===== src/rtl/gravsim_pkg.sv =====
// rtl/gravsim_pkg.sv - shared types and register layout for the ball hit tester
//
// Contents:
//   COORD_W / RAD_W    coordinate and radius widths
//   *_LSB / EN_BIT     bit positions of the fields in a ball register word
//   STATUS_ADDR        word address of the read-only status register
//   ball_t             one ball: enable, radius, centre y, centre x
//   pack_ball()        ball_t -> 32-bit register word (reserved bits read 0)
package gravsim_pkg;

  localparam int COORD_W = 10;
  localparam int RAD_W   = 6;

  localparam int X_LSB  = 0;
  localparam int Y_LSB  = 10;
  localparam int R_LSB  = 20;
  localparam int EN_BIT = 31;

  localparam logic [3:0] STATUS_ADDR = 4'd8;

  typedef struct packed {
    logic               en;
    logic [RAD_W-1:0]   r;
    logic [COORD_W-1:0] y;
    logic [COORD_W-1:0] x;
  } ball_t;

  function automatic logic [31:0] pack_ball(input ball_t b);
    logic [31:0] w;
    w = '0;
    w[X_LSB +: COORD_W] = b.x;
    w[Y_LSB +: COORD_W] = b.y;
    w[R_LSB +: RAD_W]   = b.r;
    w[EN_BIT]           = b.en;
    return w;
  endfunction

endpackage


===== src/rtl/ball_dist_check.sv =====
// rtl/ball_dist_check.sv - two-stage distance test of one pixel against one ball
//
// Ports:
//   clk    in   clock
//   reset  in   synchronous active-high reset
//   px     in   pixel column
//   py     in   pixel row
//   ball   in   active-bank entry for this ball (sampled each stage)
//   hit    out  registered: pixel lies inside this enabled ball
//
// Stage 1 registers the signed offsets and the squared radius; stage 2
// squares and sums the offsets and compares. The enable is taken at stage 2
// so each stage sees the bank as it is in its own cycle.
module ball_dist_check
  import gravsim_pkg::*;
(
  input  logic               clk,
  input  logic               reset,
  input  logic [COORD_W-1:0] px,
  input  logic [COORD_W-1:0] py,
  input  ball_t              ball,
  output logic               hit
);

  localparam int D2_W = 2 * COORD_W + 2;

  logic signed [COORD_W:0]   dx_q;
  logic signed [COORD_W:0]   dy_q;
  logic [2*RAD_W-1:0]        rr_q;
  logic [2*RAD_W-1:0]        r_ext;
  logic [2*RAD_W-1:0]        rr_d;

  assign r_ext = {{RAD_W{1'b0}}, ball.r};
  assign rr_d  = r_ext * r_ext;

  // Stage 1: offsets carry one extra bit so 0 - 1023 is representable.
  always_ff @(posedge clk) begin
    if (reset) begin
      dx_q <= '0;
      dy_q <= '0;
      rr_q <= '0;
    end else begin
      dx_q <= $signed({1'b0, px}) - $signed({1'b0, ball.x});
      dy_q <= $signed({1'b0, py}) - $signed({1'b0, ball.y});
      rr_q <= rr_d;
    end
  end

  // Stage 2: sign-extend before squaring so the low D2_W product bits are
  // the exact (non-negative) square.
  logic signed [D2_W-1:0] dx_ext;
  logic signed [D2_W-1:0] dy_ext;
  logic [D2_W-1:0]        dx_sq;
  logic [D2_W-1:0]        dy_sq;
  logic [D2_W-1:0]        d2;

  assign dx_ext = {{(COORD_W + 1){dx_q[COORD_W]}}, dx_q};
  assign dy_ext = {{(COORD_W + 1){dy_q[COORD_W]}}, dy_q};
  assign dx_sq  = dx_ext * dx_ext;
  assign dy_sq  = dy_ext * dy_ext;
  assign d2     = dx_sq + dy_sq;

  always_ff @(posedge clk) begin
    if (reset) begin
      hit <= 1'b0;
    end else begin
      hit <= ball.en & (d2 <= {{(D2_W - 2*RAD_W){1'b0}}, rr_q});
    end
  end

endmodule


===== src/rtl/ball_hit_tester.sv =====
// rtl/ball_hit_tester.sv - Avalon-MM ball register file with per-pixel hit test
//
// Ports:
//   Clk            in   system clock
//   Reset          in   synchronous active-high reset
//   avs_address    in   word address: 0..NUM_BALLS-1 balls, 8 status
//   avs_chipselect in   chip select
//   avs_write      in   write strobe
//   avs_writedata  in   write data
//   avs_read       in   read strobe
//   avs_readdata   out  registered read data, latency 1, held between reads
//   VGA_VS         in   vertical sync, active low; falling edge swaps banks
//   DrawX / DrawY  in   pixel coordinate, low COORD_W bits used
//   is_ball        out  pixel inside an enabled ball (3 cycles after DrawX/Y)
//   ballID         out  lowest-index ball hit, 0 when none
//
// Software writes the pending bank; the pixel path reads the active bank,
// which is refreshed from pending on each VS falling edge so a frame never
// shows a half-updated set of balls.
module ball_hit_tester
  import gravsim_pkg::*;
#(
  parameter  int NUM_BALLS = 4,
  localparam int ID_W      = $clog2(NUM_BALLS)
) (
  input  logic            Clk,
  input  logic            Reset,
  input  logic [3:0]      avs_address,
  input  logic            avs_chipselect,
  input  logic            avs_write,
  input  logic [31:0]     avs_writedata,
  input  logic            avs_read,
  output logic [31:0]     avs_readdata,
  input  logic            VGA_VS,
  input  logic [31:0]     DrawX,
  input  logic [31:0]     DrawY,
  output logic            is_ball,
  output logic [ID_W-1:0] ballID
);

  ball_t pending [0:NUM_BALLS-1];
  ball_t active  [0:NUM_BALLS-1];

  logic        vs_q;
  logic        swap;
  logic [15:0] frame_count;
  logic        dirty;

  logic            wr_en;
  logic            rd_en;
  logic            addr_is_ball;
  logic [ID_W-1:0] addr_idx;
  ball_t           wr_ball;
  logic [31:0]     rd_mux;

  assign wr_en        = avs_chipselect & avs_write;
  assign rd_en        = avs_chipselect & avs_read;
  assign addr_is_ball = avs_address < 4'(NUM_BALLS);
  assign addr_idx     = avs_address[ID_W-1:0];
  assign swap         = vs_q & ~VGA_VS;

  assign wr_ball.x  = avs_writedata[X_LSB +: COORD_W];
  assign wr_ball.y  = avs_writedata[Y_LSB +: COORD_W];
  assign wr_ball.r  = avs_writedata[R_LSB +: RAD_W];
  assign wr_ball.en = avs_writedata[EN_BIT];

  // Reserved data bits and the unused upper coordinate bits are dropped.
  logic unused_bits;
  assign unused_bits = ^{DrawX[31:COORD_W], DrawY[31:COORD_W],
                         avs_writedata[EN_BIT-1:R_LSB+RAD_W]};

  always_comb begin
    rd_mux = '0;
    if (addr_is_ball) begin
      rd_mux = pack_ball(pending[addr_idx]);
    end else if (avs_address == STATUS_ADDR) begin
      rd_mux = {frame_count, 15'd0, dirty};
    end
  end

  // The swap copies pending as it was before this edge, so a write landing
  // on the swap cycle reaches active only on the following frame and keeps
  // dirty set.
  always_ff @(posedge Clk) begin
    if (Reset) begin
      for (int i = 0; i < NUM_BALLS; i++) begin
        pending[i] <= '0;
        active[i]  <= '0;
      end
      vs_q         <= 1'b1;
      frame_count  <= '0;
      dirty        <= 1'b0;
      avs_readdata <= '0;
    end else begin
      vs_q <= VGA_VS;
      if (swap) begin
        for (int i = 0; i < NUM_BALLS; i++) begin
          active[i] <= pending[i];
        end
        frame_count <= frame_count + 16'd1;
      end
      if (wr_en && addr_is_ball) begin
        pending[addr_idx] <= wr_ball;
        dirty             <= 1'b1;
      end else if (swap) begin
        dirty <= 1'b0;
      end
      if (rd_en) begin
        avs_readdata <= rd_mux;
      end
    end
  end

  // Stages 1 and 2, one checker per ball.
  logic [NUM_BALLS-1:0] hit;

  for (genvar g = 0; g < NUM_BALLS; g++) begin : g_ball
    ball_dist_check u_check (
      .clk   (Clk),
      .reset (Reset),
      .px    (DrawX[COORD_W-1:0]),
      .py    (DrawY[COORD_W-1:0]),
      .ball  (active[g]),
      .hit   (hit[g])
    );
  end

  // Stage 3: priority encode, lowest index wins.
  logic [ID_W-1:0] id_next;

  always_comb begin
    id_next = '0;
    for (int i = NUM_BALLS - 1; i >= 0; i--) begin
      if (hit[i]) begin
        id_next = ID_W'(i);
      end
    end
  end

  always_ff @(posedge Clk) begin
    if (Reset) begin
      is_ball <= 1'b0;
      ballID  <= '0;
    end else begin
      is_ball <= |hit;
      ballID  <= id_next;
    end
  end

endmodule

===== config.mk =====
export PLATFORM = sky130hd
export DESIGN_NAME = ball_hit_tester
export DESIGN_NICKNAME = d
export VERILOG_FILES = /design/src/rtl/gravsim_pkg.sv /design/src/rtl/ball_dist_check.sv /design/src/rtl/ball_hit_tester.sv
export SDC_FILE = /design/constraint.sdc
export NUM_CORES = 2
export LEC_CHECK = 0
export CORE_AREA = 2 2 307 309
export CTS_BUF_LIST = sky130_fd_sc_hd__clkbuf_8
export CTS_CLUSTER_DIAMETER = 50
export DETAILED_ROUTE_END_ITERATION = 6
export DIE_AREA = 0 0 309 311
export GPL_TIMING_DRIVEN = 0
export PLACE_DENSITY = 0.91
export SYNTH_ARGS = -nofsm -noshare
export SYNTH_HDL_FRONTEND = slang
export SYNTH_SLANG_ARGS = --single-unit

===== constraint.sdc =====
create_clock -name Clk -period 7.8 [get_ports Clk]
set_clock_uncertainty 0.1 [all_clocks]
set_input_delay 0.78 -clock Clk [delete_from_list [all_inputs] [get_ports Clk]]
set_output_delay 0.78 -clock Clk [all_outputs]
set_load 0.005 [all_outputs]

* Yosys cells after proc, flatten, opt, wreduce, memory -nomap -nowiden *
Memories as Yosys holds them, arrays and structs flattened.
Cells that the tools add are included.

cells by class
  add/sub/neg operators = 13
  multipliers = 12
  divide/modulo/power cells = 0
  $lt $le $gt $ge = 5
  equality and inequality tests = 1
  shift-type cells = 0
  muxes and demuxes = 22
  bitwise logic cells = 12
  reductions and logical operators = 6

operators by type and width
  kind                                                                   count
  11-bit by 11-bit multiplier with 22-bit output                         8
  27-bit 2-to-1 mux                                                      5
  22-bit adder                                                           4
  22-bit by 12-bit less-or-equal comparator with 1-bit output            4
  10-bit by 10-bit subtractor with 11-bit output                         8
  32-bit 2-to-1 mux                                                      2
  6-bit by 6-bit multiplier with 12-bit output                           4
  27-bit OR reduction                                                    1
  16-bit by 1-bit adder with 16-bit output (second input constant)       1
  1-bit 2-to-1 mux                                                       12
  1-bit AND                                                              7
  2-bit 2-to-1 mux                                                       3
  4-bit equality test (second input constant)                            1
  4-bit by 3-bit < comparator with 1-bit output (second input constant)  1
  1-bit bitwise OR                                                       4
  4-bit OR reduction                                                     1
  3-bit OR reduction                                                     1
  2-bit nonzero test                                                     1
  2-bit OR reduction                                                     1
  1-bit logical AND                                                      1
  1-bit inverter                                                         1

word-level totals
  flip-flop bits (word level) = 193
  latch bits = 0
  bits in writable memories = 216
  bits in read-only memories = 0
  input port bits = 106
  output and inout port bits = 35
  memories = 2

memories
  memory   words  bits a word  rd ports  clocked after memory_dff  write ports  RTL line               source
  active   4      27           4         0                         4            ball_hit_tester.sv:42  ball_t active [0:NUM_BALLS-1];
  pending  4      27           5         0                         4            ball_hit_tester.sv:41  ball_t pending [0:NUM_BALLS-1];

* Logic depth before layout (Yosys ltp) *
  word-level depth = 7
  depth in mapped cells = 31
  mapped depth without buffers = 30

* By module *
A second synthesis with hierarchy kept.

second synthesis, totals
  cells, all modules = 5670
  area, all modules = 55947.4 µm²

modules (own cells, without submodules)
  module                               times used  cells each  area an instance (µm²)
  ball_dist_check (g_ball[3].u_check)  1           1259        11392.2
  ball_dist_check (g_ball[2].u_check)  1           1244        11340.9
  ball_dist_check (g_ball[1].u_check)  1           1223        11255.8
  ball_dist_check (g_ball[0].u_check)  1           1227        11223.3
  ball_hit_tester                      1           717         10735.3

* Least setup slack after synthesis *
No wires, ideal clock.

  path type = reg2reg
  start = register g_ball[2].u_check.dx_q[10]
  end = register g_ball[2].u_check.hit
  library setup time = 0.103 ns
  arrival = 7.066 ns
  setup slack = 0.530 ns
  cell stages (with the launch flop) = 28
  path buffers = 1
  clock period less this slack = 7.270 ns
  path through = dfxtp_1 -> clkbuf_1 -> nand2_1 -> inv_1 -> fa_1 -> fa_1 -> inv_1 -> fa_1 -> fa_1 -> inv_1 -> fa_1 -> inv_1 -> fa_1 -> fa_1 -> inv_1 -> ha_1 -> nor3_2 -> nor2b_2 -> nor2_1 -> xor2_1 -> ha_1 -> nand3_1 -> nor4b_1 -> nand2_1 -> a21oi_1 -> nand3_1 -> or4_1 -> a2111oi_2

between the ends
  longest elaborated chain between the ends = 4

ends and longest elaborated chain
  what                                                         RTL line               source
  from (decl)                                                  ball_dist_check.sv:27  logic signed [COORD_W:0] dx_q;
  from (signal assigned)                                       ball_dist_check.sv:43  dx_q <= $signed({1'b0, px}) - $signed({1'b0, ball.x});
  11-bit by 11-bit multiplier with 22-bit output               ball_dist_check.sv:59  assign dx_sq = dx_ext * dx_ext;
  22-bit adder                                                 ball_dist_check.sv:61  assign d2 = dx_sq + dy_sq;
  22-bit by 12-bit less-or-equal comparator with 1-bit output  ball_dist_check.sv:67  hit <= ball.en & (d2 <= {{(D2_W - 2*RAD_W){1'b0}}, rr_q});
  1-bit AND                                                    ball_dist_check.sv:67
  to (signal assigned)                                         ball_dist_check.sv:67
  to (decl)                                                    ball_dist_check.sv:22  output logic hit

No other way between the ends.
A chain may end at the register's enable or synchronous reset.

* Worst setup path in the final report *
  start = register g_ball[3].u_check.dx_q[7]
  end = register g_ball[3].u_check.hit

between the ends
  longest elaborated chain between the ends = 4

ends and longest elaborated chain
  what                                                         RTL line
  from (decl)                                                  ball_dist_check.sv:27
  from (signal assigned)                                       ball_dist_check.sv:43
  11-bit by 11-bit multiplier with 22-bit output               ball_dist_check.sv:59
  22-bit adder                                                 ball_dist_check.sv:61
  22-bit by 12-bit less-or-equal comparator with 1-bit output  ball_dist_check.sv:67
  1-bit AND                                                    ball_dist_check.sv:67
  to (signal assigned)                                         ball_dist_check.sv:67
  to (decl)                                                    ball_dist_check.sv:22

No other way between the ends.

==> summary.md <==
| Metric | Value |
|---|---|
| Hold Crit Start | dirty$_SDFFE_PP0P_ |
| R2r worst-path depth | 30 |
| Synth Area per Inst | between 9 and 10 um^2 |
| Mapped cell area | roughly 55,000 um^2 |
| Largest cells by area after synthesis | fa_1, ha_1, edfxtp_1, inv_1, dfxtp_1 |
| Worst Path Max Fanout | 10 |
| Synth top area share | about 36% |
| EDFF count, synth | between 200 and 250 |
| WS Path Type | reg2reg |
| Post-synth ARST share | 0% |
| Io pins | around 140 |
| Initial Util | 59.8% |
| Yosys cell types | a little under 80 |
| Design Area, Final | approximately 60,000 um^2 |
| Synth area leader | fa_1 |
| CP required | between 8 and 9 ns |
| Post-Synthesis Cells | roughly 5,700 |
| Setup_tns | -0.335 ns |
| Placed instance count | between 7,000 and 8,000 |
| Failing checks | design-rule violations, negative setup slack |
| Vias/cell | roughly 5.9 |
| Prevailing post-synth register cell | edfxtp_1 |
| Worst hold path depth | 1 |
| Placed inst area | slightly below 60,000 um^2 |
| Chip Height | about 310 um |
| Period utilization | 104% |
| Slowest CP cell | fa_2 |
| Root Driver | clkbuf_8 |
| DRC | 2 |
| Largest net degree at the start of global routing | 82 |
| Final Hold Viols | 0 |
| Register area share after synthesis | about 19% |
| Met3 wire length | just over 20 mm |
| Die ar. | 96,100 um^2 |
| Post-route setup slack | -0.305 ns |
| Total GRT Usage | 32.6% |
| Cts hold-fix bufs | 0 |
| Reg2reg end | g_ball[3].u_check.hit$_SDFF_PP0_ |
| Max layer used | met5 |
| Die X | between 300 and 400 um |
| Remaining global-route overflow | 0 |
| H-tree level count | 3 |
| Core area | 92,800 um^2 |
| GPL Wtd Cong | approximately 1 |
| Leak | 30.0 nW |
| First drt pass iteration count | 7 |
| Register bit total from synthesis | 405 |
| WP data arrival | 8.48 ns |
| Final net count | 7,514 |
| WHS | just under 0.4 ns |
| CP endpoint kind | register |
| Tot Pwr | between 20 and 30 mW |
| Routed Antenna Nets | 0 |
| Net Count, Synth | around 7,300 |
| Worst Hold End | dirty$_SDFFE_PP0P_ |
| Met2 WL | roughly 71 mm |
| Max-Cap Viols | 0 |
| Most common cell after layout, fill and taps aside | inv_1 |
| Placed wire-length estimate | about 120 mm |
| Wl on met1 | between 50 and 60 mm |
| Routed WL per cell | around 22 um |
| FF-to-FF Start | g_ball[3].u_check.dx_q[7]$_SDFF_PP0_ |
| Normalized max-slew margin | a little over an eighth |
| Total Wirelength | about 160 mm |
| Reg clk slew, reported paths | approximately 0.07 ns |
| Fin cells | approximately 7,000 |
| Total CTS buffers | 70 |
| PD cells | 455 nW/um^2 |
| Most frequent cells in the layout | inv_1, fa_1, ha_1, nand2_1, nor2_1 |
| Yosys Warn Count | 0 |
| Crit path launch type | register |
| First-pass GRT wire length | approximately 240 mm |
| FF-to-FF setup slack | -0.30 ns |
| Row cnt | roughly 110 |
| Endpoints failing setup | 2 |
| Worst-Margin Slew | between 1 and 1.5 ns |
| CTS Sinks | 405 |
| RSZ-0062 raised after global routing | yes |
| Final Critical Period | ~8.1 ns |
| Worst vdd ir | ~1.4 mV |
| Via count | approximately 42,000 |
| Vias in the first global route | about 46,000 |
| Cell repeated most along the worst path | fa_1 |
| Port Buffers | slightly below 90 |
| Area growth, synth to finish | 9.02% |
| Hold Crit Class | reg2reg |
| Share of cells above drive strength 1 | 6.53% |
| Fill count | ~6,300 |
| Initial DRC count | slightly below 5,000 |
| Outcome | complete, but fails checks |
| Pins over their slew limit | 0 |
| Max Clk Rate | 123 MHz |
| Antenna violations before repair | 22 |
| CTS Buffer Depth | 3 |
| Max incr delay on CP | 0.58 ns |
| Clk_lat worst skew | between 0.6 and 0.7 ns |
| CTS tree | yes |
-- metrics by stage --
| step | worst slack [ns] | util (%) |
|---|---|---|
| floorplan | 0.530 | - |
| global placement | -1.29 | 62.4 |
| detailed placement | -1.46 | 62.6 |
| CTS | -0.0222 | 64.6 |
| global route | -0.350 | 65.1 |
| finish | -0.305 | 65.2 |
-- where the power goes --
group          internal (mW)  leakage [nW]  total [mW]  switching [mW]
Sequential              2.40          3.81        2.62           0.219
Clock                   1.07         0.789        2.01           0.947
Combinational           9.44          25.4        22.8            13.4
Total                   12.9          30.0        27.5            14.6
-- critical path: cells and delay by family (launching register included) --
family / cells / cell delay (ns)
AOI/OAI and AO/OA: 5 / 0.82
and+or+nand+nor: 6 / 1.25
buffers and inverters: 9 / 0.95
DFF: 1 / 0.41
xor gates and xnor gates: 1 / 0.15
adders and majority gates: 9 / 4.27
-- sequential cells by signal, summed over array words and instances (netlist names) --
signal,cells
ballID,2
pending,108
is_ball,1
g_ball.u_check.dx_q,44
active,108
dirty,1
frame_count,16
vs_q,1
g_ball.u_check.rr_q,44
avs_readdata,32
g_ball.u_check.dy_q,44
g_ball.u_check.hit,4
-- timing repair --
action,CTS,global route
pin swaps,10,30
setup endpoints to repair,4,4
gates resized for setup,170,165
buffers inserted,3,25
-- per-layer routing --
metal / global-route usage, % / vias up
met2: 52.0 / 3144
met5: 0 / -
met1: 38.1 / 20400
met3: 9.33 / 998
li1: - / 17700
met4: 22.0 / 26
-- cells in the mapped netlist, types with 107 or more instances --
| library cell | instances |
|---|---|
| nor2_1 | 322 |
| and3_1 | 117 |
| nand2_1 | 354 |
| clkbuf_1 | 157 |
| and2_1 | 206 |
| a21oi_1 | 107 |
| nor2b_1 | 136 |
| inv_1 | 1566 |
| dfxtp_1 | 189 |
| edfxtp_1 | 216 |
| xnor2_1 | 159 |
| ha_1 | 523 |
| fa_1 | 994 |
-- worst max path at each step --
stage | cells past startpoint | endpoint | startpoint
after global placement | 28 | g_ball[3].u_check.hit$_SDFF_PP0_ | g_ball[3].u_check.dx_q[1]$_SDFF_PP0_
final | 30 | g_ball[3].u_check.hit$_SDFF_PP0_ | g_ball[3].u_check.dx_q[7]$_SDFF_PP0_
after floorplan | 27 | g_ball[2].u_check.hit$_SDFF_PP0_ | g_ball[2].u_check.dx_q[10]$_SDFF_PP0_
after CTS | 29 | g_ball[3].u_check.hit$_SDFF_PP0_ | g_ball[3].u_check.dx_q[2]$_SDFF_PP0_
after global routing | 27 | g_ball[3].u_check.hit$_SDFF_PP0_ | g_ball[3].u_check.dx_q[7]$_SDFF_PP0_
after detailed placement | 28 | g_ball[3].u_check.hit$_SDFF_PP0_ | g_ball[3].u_check.dx_q[6]$_SDFF_PP0_
-- cells by family (layout without fill, tap and decap cells) --
kind of cell	Yosys count	count (layout)	synth area share [%]
xor gates and xnor gates	210	210	3.38
DFF	405	405	18.5
muxes	42	42	1.37
adders and majority gates	1517	1517	47.7
AOI/OAI and AO/OA	437	437	5.24
and+or+nand+nor	1354	1354	12.1
other	0	10	0
buffers and inverters	1732	1980	11.7
-- cell type report --
type	count	area [um^2]	share of cell area, %
sequential	405	10400	17.2
inverter	1567	5900	9.75
timing repair buffer	133	1240	2.06
antenna	10	25.0	0.0414
clock inverter	44	289	0.478
buffer	154	898	1.49
clock buffer	82	1130	1.87
multi-input combinational	3560	39000	64.6
tap	1254	1570	2.60
Power figures use the tool's default switching activity.
